===== src/rtl/cpu_hazard_pkg.sv =====
// Shared encodings for the ID-stage hazard logic: instruction hazard classes,
// operand forwarding selects and the per-operand forwarding priority rule.
package cpu_hazard_pkg;

  typedef enum logic [1:0] {
    NO  = 2'b00,
    ALU = 2'b01,
    LD  = 2'b10,
    SD  = 2'b11
  } hazard_type_t;

  localparam logic [1:0] FWD_RF      = 2'd0;
  localparam logic [1:0] FWD_EXE_ALU = 2'd1;
  localparam logic [1:0] FWD_MEM_ALU = 2'd2;
  localparam logic [1:0] FWD_MEM_LD  = 2'd3;

  // A load sitting in EXE cannot forward yet: the operand either stalls or, for
  // store data, is picked up later on the load->store path, so it yields FWD_RF.
  function automatic logic [1:0] forward_select(input logic         exe_hit,
                                                input logic         mem_hit,
                                                input hazard_type_t te,
                                                input hazard_type_t tm);
    if (exe_hit && te == ALU) return FWD_EXE_ALU;
    if (exe_hit && te == LD)  return FWD_RF;
    if (mem_hit && tm == ALU) return FWD_MEM_ALU;
    if (mem_hit && tm == LD)  return FWD_MEM_LD;
    return FWD_RF;
  endfunction

endpackage


===== src/rtl/hazard_detection_unit_sat_counter.sv =====
// Saturating event counter with synchronous active-high reset; holds at all-ones
// instead of wrapping.
module sat_counter #(
  parameter int CNT_W = 32
) (
  input  logic             clk,
  input  logic             rst,
  input  logic             inc,
  output logic [CNT_W-1:0] count
);

  localparam logic [CNT_W-1:0] ONE = {{(CNT_W-1){1'b0}}, 1'b1};

  always_ff @(posedge clk) begin
    if (rst) begin
      count <= '0;
    end else if (inc && (count != '1)) begin
      count <= count + ONE;
    end
  end

endmodule


===== src/rtl/hazard_detection_unit.sv =====
// ID-stage hazard unit of the 5-stage RV32I pipeline: load-use stall, taken-branch
// flush, operand forwarding selects, load->store data forwarding and event counters.
module hazard_detection_unit
  import cpu_hazard_pkg::*;
#(
  parameter int REG_AW = 5,
  parameter int CNT_W  = 32
) (
  input  logic              clk,
  input  logic              rst,
  input  logic              Branch_ID,
  input  logic              rs1use_ID,
  input  logic              rs2use_ID,
  input  logic [1:0]        hazard_optype_ID,
  input  logic [REG_AW-1:0] rs1_ID,
  input  logic [REG_AW-1:0] rs2_ID,
  input  logic [REG_AW-1:0] rd_EXE,
  input  logic [REG_AW-1:0] rd_MEM,
  input  logic [REG_AW-1:0] rs2_EXE,
  output logic              PC_EN_IF,
  output logic              reg_FD_EN,
  output logic              reg_FD_flush,
  output logic              reg_DE_flush,
  output logic [1:0]        forward_ctrl_A,
  output logic [1:0]        forward_ctrl_B,
  output logic              forward_ctrl_ls,
  output logic [CNT_W-1:0]  stall_cnt,
  output logic [CNT_W-1:0]  flush_cnt
);

  hazard_type_t type_exe;
  hazard_type_t type_mem;
  hazard_type_t id_type;

  logic exe_hit_rs1;
  logic exe_hit_rs2;
  logic mem_hit_rs1;
  logic mem_hit_rs2;
  logic load_use;
  logic stall;
  logic branch_flush;

  always_comb begin
    id_type     = hazard_type_t'(hazard_optype_ID);
    exe_hit_rs1 = (rd_EXE != '0) && rs1use_ID && (rs1_ID == rd_EXE);
    exe_hit_rs2 = (rd_EXE != '0) && rs2use_ID && (rs2_ID == rd_EXE);
    mem_hit_rs1 = (rd_MEM != '0) && rs1use_ID && (rs1_ID == rd_MEM);
    mem_hit_rs2 = (rd_MEM != '0) && rs2use_ID && (rs2_ID == rd_MEM);
  end

  // A store whose only dependency on the EXE load is its data operand does not
  // stall; that value is supplied one cycle later through forward_ctrl_ls.
  always_comb begin
    load_use     = (type_exe == LD) &&
                   (exe_hit_rs1 || (exe_hit_rs2 && !((id_type == SD) && !exe_hit_rs1)));
    stall        = !rst && load_use;
    branch_flush = !rst && Branch_ID && !load_use;
  end

  always_comb begin
    PC_EN_IF        = !stall;
    reg_FD_EN       = !stall;
    reg_DE_flush    = stall;
    reg_FD_flush    = branch_flush;
    forward_ctrl_A  = FWD_RF;
    forward_ctrl_B  = FWD_RF;
    forward_ctrl_ls = 1'b0;
    if (!rst) begin
      forward_ctrl_A  = forward_select(exe_hit_rs1, mem_hit_rs1, type_exe, type_mem);
      forward_ctrl_B  = forward_select(exe_hit_rs2, mem_hit_rs2, type_exe, type_mem);
      forward_ctrl_ls = (type_exe == SD) && (type_mem == LD) &&
                        (rd_MEM != '0) && (rs2_EXE == rd_MEM);
    end
  end

  // A stall turns the instruction entering EXE into a bubble; a branch flush does
  // not, because the branch itself still proceeds down the pipe.
  always_ff @(posedge clk) begin
    if (rst) begin
      type_exe <= NO;
      type_mem <= NO;
    end else begin
      type_exe <= load_use ? NO : id_type;
      type_mem <= type_exe;
    end
  end

  sat_counter #(.CNT_W(CNT_W)) u_stall_cnt (
    .clk   (clk),
    .rst   (rst),
    .inc   (stall),
    .count (stall_cnt)
  );

  sat_counter #(.CNT_W(CNT_W)) u_flush_cnt (
    .clk   (clk),
    .rst   (rst),
    .inc   (branch_flush),
    .count (flush_cnt)
  );

endmodule


===== config.mk =====
export PLATFORM = sky130hd
export DESIGN_NAME = hazard_detection_unit
export DESIGN_NICKNAME = d
export VERILOG_FILES = /design/src/rtl/cpu_hazard_pkg.sv /design/src/rtl/hazard_detection_unit_sat_counter.sv /design/src/rtl/hazard_detection_unit.sv
export SDC_FILE = /design/constraint.sdc
export NUM_CORES = 1
export LEC_CHECK = 0
export BUFFER_PORTS_ARGS = -buffer_cell sky130_fd_sc_hd__buf_2
export CAP_MARGIN = 25
export CORE_MARGIN = 1
export CORE_UTILIZATION = 31
export CTS_CLUSTER_DIAMETER = 150
export DETAILED_ROUTE_END_ITERATION = 16
export PLACE_DENSITY = 0.56
export SLEW_MARGIN = 20
export SYNTH_ARGS = -nofsm -noshare
export SYNTH_HDL_FRONTEND = slang
export SYNTH_SLANG_ARGS = --single-unit

===== constraint.sdc =====
create_clock -name clk -period 3.35 [get_ports clk]
set_clock_uncertainty 0.05 [all_clocks]
set_input_delay 0.8375 -clock clk [delete_from_list [all_inputs] [get_ports clk]]
set_output_delay 0.8375 -clock clk [all_outputs]
set_load 0.05 [all_outputs]

==> summary.txt <==
Pwr
  – Peak VDD IR: 0.000229 V
  – Power Dens Cells: 360 mW/mm^2
  – Leakage: 0.00208 uW
  – Tot Pwr: 1960 uW

Routing
  – DRT iter0 DRCs: 254
  – Router iterations before antenna repair: 5
  – WL/cell: 15.9 um
  – Residual DRC: 0
  – Vias post-DR: 4385
  – Drt total wl: 12.6 mm
  – Antenna Nets Post-Route: 0
  – Routed vias/inst: 5.52

Cells and area
  – Area Overhead vs Synth: 30.8%
  – Register Area: 0.00136 sq mm
  – Post-route cell area: 0.00545 sq mm
  – N_diodes: 0
  – Layout cells sized above 1: 32.1%
  – Multi-input combinational cell area: 0.00274 sq mm
  – Fill count: 1295
  – Final-stage net count: 653
  – Final core utilization: 42.3%

Setup path
  – Cell count along the critical path: 7
  – Worst EP arrival: 2.64 ns
  – Cell family with most CP delay: simple AND/OR/NAND/NOR gates
  – Cell depth of the worst flop-to-flop path: 6
  – Crit-path cells: buf_6 > or4_4 > o21ba_4 > and2_4 > a2111oi_4 > nor3b_4 > buf_6
  – Slowest stage delay, CP: 0.53 ns
  – CP endpoint kind: output port
  – Slowest CP cell: or4_4
  – Most common cell type on the critical path: buf_6
  – RR Startpoint: u_stall_cnt.count[0]
  – Startpoint types: input pin
  – Reg2reg setup slack: 0.96 ns
  – Setup crit end: forward_ctrl_A[1]
  – CP Class: input pin to output port
  – Reg2reg end: u_stall_cnt.count[25]
  – CP required: 2.46 ns
  – Crit path max fanout: 2
  – CP Launch Point: rd_EXE[1]
  – WP buf/inv: 2

Yosys
  – Mux contribution to synthesized area: 5.68%
  – Avg Cell Area, Syn: 8.26 sq um
  – Synth Area in Compound Gates: 17.2%
  – EDFF count, synth: 0
  – Post-synthesis sequential area ratio: 32.7%
  – Adder-Cell Fraction of Synth Area: 0.601%
  – Largest family of logic cells by synthesized area: simple AND/OR/NAND/NOR gates
  – Mapped Nets: 538
  – Async S/R FF share, synth: 0%
  – Xor-xnor portion of the synthesized cell area: 5.26%
  – Mapped cell area: 0.00417 sq mm
  – Post-Synth Simple-Gate Area: 34.7%
  – Synth unique cells: 52
  – Ys Warns: 0
  – #FFs+latches synth: 68
  – Dominant synthesized flop cell: dfxtp_1
  – Synth Instances: 504

Timing
  – Unrepaired setup endpoints after global routing: yes
  – Slew Limit Fails: 0
  – TNS Setup: -0.664 ns
  – Fin crit period: 3.53 ns
  – Crit share post-route: 105%
  – Final worst slack: -0.181 ns
  – Slew @ Worst Pin: 0.795 ns
  – WHS: 0.449 ns
  – Final hold vios: 0
  – Slew HR: 46.6%
  – Fmax: 283 MHz
  – Final setup fails: 5

GRT
  – Initial antenna violation count: 0
  – Largest net degree at the start of global routing: 51
  – GRT overflow: 0
  – Number of global-route vias before repair: 4083
  – First-pass GRT wire length: 20.5 mm
  – GRT Total Usage: 18.1%

CTS
  – Bufs on Longest Clock Path: 2
  – CTS sink cnt: 68
  – Root Buffer: clkbuf_16
  – Hold Buf Count CTS: 0
  – Reg clk slew, reported paths: 0.05 ns
  – CTS HTree Levels: 3
  – TritonCTS clock tree: yes
  – Clock Latency Late Sink: 0.34 ns
  – CTS buffer count: 9

Floorplanning
  – Core footprint: 0.0129 sq mm
  – Initial Util: 32.3%
  – Die H: 118 um
  – Row cnt: 41
  – # IOs: 105
  – Die area: 0.0139 sq mm
  – Die X: 118 um

Status
  – Outcome: finished, violations left
  – Failing checks: setup timing

Min path
  – HP Class: flop to flop
  – Hold Path Depth: 2

Placement
  – DP HPWL: 9.06 mm
  – Area after DPL: 0.00503 sq mm
  – GPL Wtd Cong: 0.848
  – IO Port Bufs: 104

Run
  – Max-cap violations: 0
[stage by stage]
| stage | setup WS (ns) | instances |
|---|---|---|
| 4_1_cts | -0.172 | 792 |
| 3_3_place_gp | -0.358 | 777 |
| 3_5_place_dp | -0.383 | 777 |
| 6_report | -0.181 | 795 |
| 5_1_grt | -0.224 | 795 |
| 2_1_floorplan | -0.177 | 504 |
[per-layer routing]
layer  up-vias  share of wire (%)  GRT usage, %
li1       2165                  -             -
met1      2100                 44          21.7
met2       108                 50          31.7
met3        12                4.4          4.46
met4         0                1.3          5.13
met5         -                  0             0
[cell usage in the layout (no fill, tap or decap), types with 14 or more instances in the layout]
| cell | synthesis | final |
|---|---|---|
| a21oi_1 | 31 | 30 |
| buf_2 | 7 | 96 |
| buf_4 | 3 | 28 |
| dfxtp_1 | 68 | 68 |
| mux2_2 | 19 | 19 |
| nand2_1 | 25 | 25 |
| nand3_1 | 30 | 30 |
| nand4_1 | 33 | 33 |
| nor2_1 | 39 | 37 |
| nor2b_1 | 27 | 27 |
| nor3_1 | 15 | 14 |
| o31ai_1 | 20 | 20 |
| or4_1 | 21 | 21 |
| xnor2_1 | 21 | 21 |
[cell usage after synthesis (2+ instances only)]
master | n | area share (%)
dfxtp_1 | 68 | 33
nor2_1 | 39 | 3.5
nand4_1 | 33 | 5.0
a21oi_1 | 31 | 3.7
nand3_1 | 30 | 3.6
nor2b_1 | 27 | 4.1
nand2_1 | 25 | 2.3
or4_1 | 21 | 3.8
xnor2_1 | 21 | 4.4
o31ai_1 | 20 | 3.6
mux2_2 | 19 | 5.1
clkbuf_1 | 18 | 1.6
nor3_1 | 15 | 1.8
o41ai_1 | 13 | 2.7
or2_2 | 13 | 2.0
and3_1 | 11 | 1.7
o21ai_0 | 11 | 1.3
o311ai_0 | 11 | 2.3
or3_1 | 10 | 1.5
nor4_1 | 8 | 1.2
and4_1 | 7 | 1.5
buf_2 | 7 | 0.84
inv_1 | 5 | 0.45
xor2_1 | 4 | 0.84
and2_1 | 3 | 0.45
buf_4 | 3 | 0.54
ha_1 | 2 | 0.60
mux2_1 | 2 | 0.54
nand4b_1 | 2 | 0.42
nor3b_1 | 2 | 0.36
o211ai_1 | 2 | 0.36
[power breakdown]
part	total [uW]	switching, uW	internal, uW
combinational	163	93.8	69.3
sequential	819	5.77	813
clock	979	345	634
total	1960	445	1520
[what timing repair did]
action / CTS / global route
resized for setup: 15 / 10
setup buffers: 0 / 3
endpoints found under the setup margin: 8 / 8
pin swaps: 0 / 3
endpoints found under the hold margin: 0 / 0
[worst register-to-register path: stages, from the launching register on]
cell and delay, ns:
dfxtp_1 0.37, ha_1 0.27, and3_1 0.30, nand3_1 0.16, nand2_1 0.31, nor4_1 0.45
mux2_2 0.37
[logic make-up after synthesis]
| family | after synthesis |
|---|---|
| simple gates | 253 |
| mux | 21 |
| xor+xnor | 25 |
| buf+inv | 36 |
| flops | 68 |
| fa+ha+maj | 2 |
| compound gates | 99 |
[cell type report]
class                   count  area share [%]
multi-input cells         400            50.2
flip-flops and latches     68            25.0
repair buffers            134            14.8
clock buffers              14            5.03
well taps                 172            3.95
clock inverters             1           0.551
inverters                   6           0.414
[how the worst min path moves through the flow]
| stage | start | endpoint | slack (ns) |
|---|---|---|---|
| final | u_stall_cnt.count[9] | u_stall_cnt.count[9] | 0.45 |
| after global routing | u_stall_cnt.count[17] | u_stall_cnt.count[17] | 0.48 |
| after CTS | u_stall_cnt.count[9] | u_stall_cnt.count[9] | 0.46 |
| after detailed placement | u_stall_cnt.count[28] | u_stall_cnt.count[28] | 0.44 |
| after global placement | u_stall_cnt.count[17] | u_stall_cnt.count[17] | 0.42 |
| after floorplan | type_exe[0] | type_mem[0] | 0.41 |
[flip-flops by register name, indices dropped and copies added (netlist names)]
register           count
u_stall_cnt.count     32
type_exe               2
u_flush_cnt.count     32
type_mem               2
(Power assumes the default switching activity.)
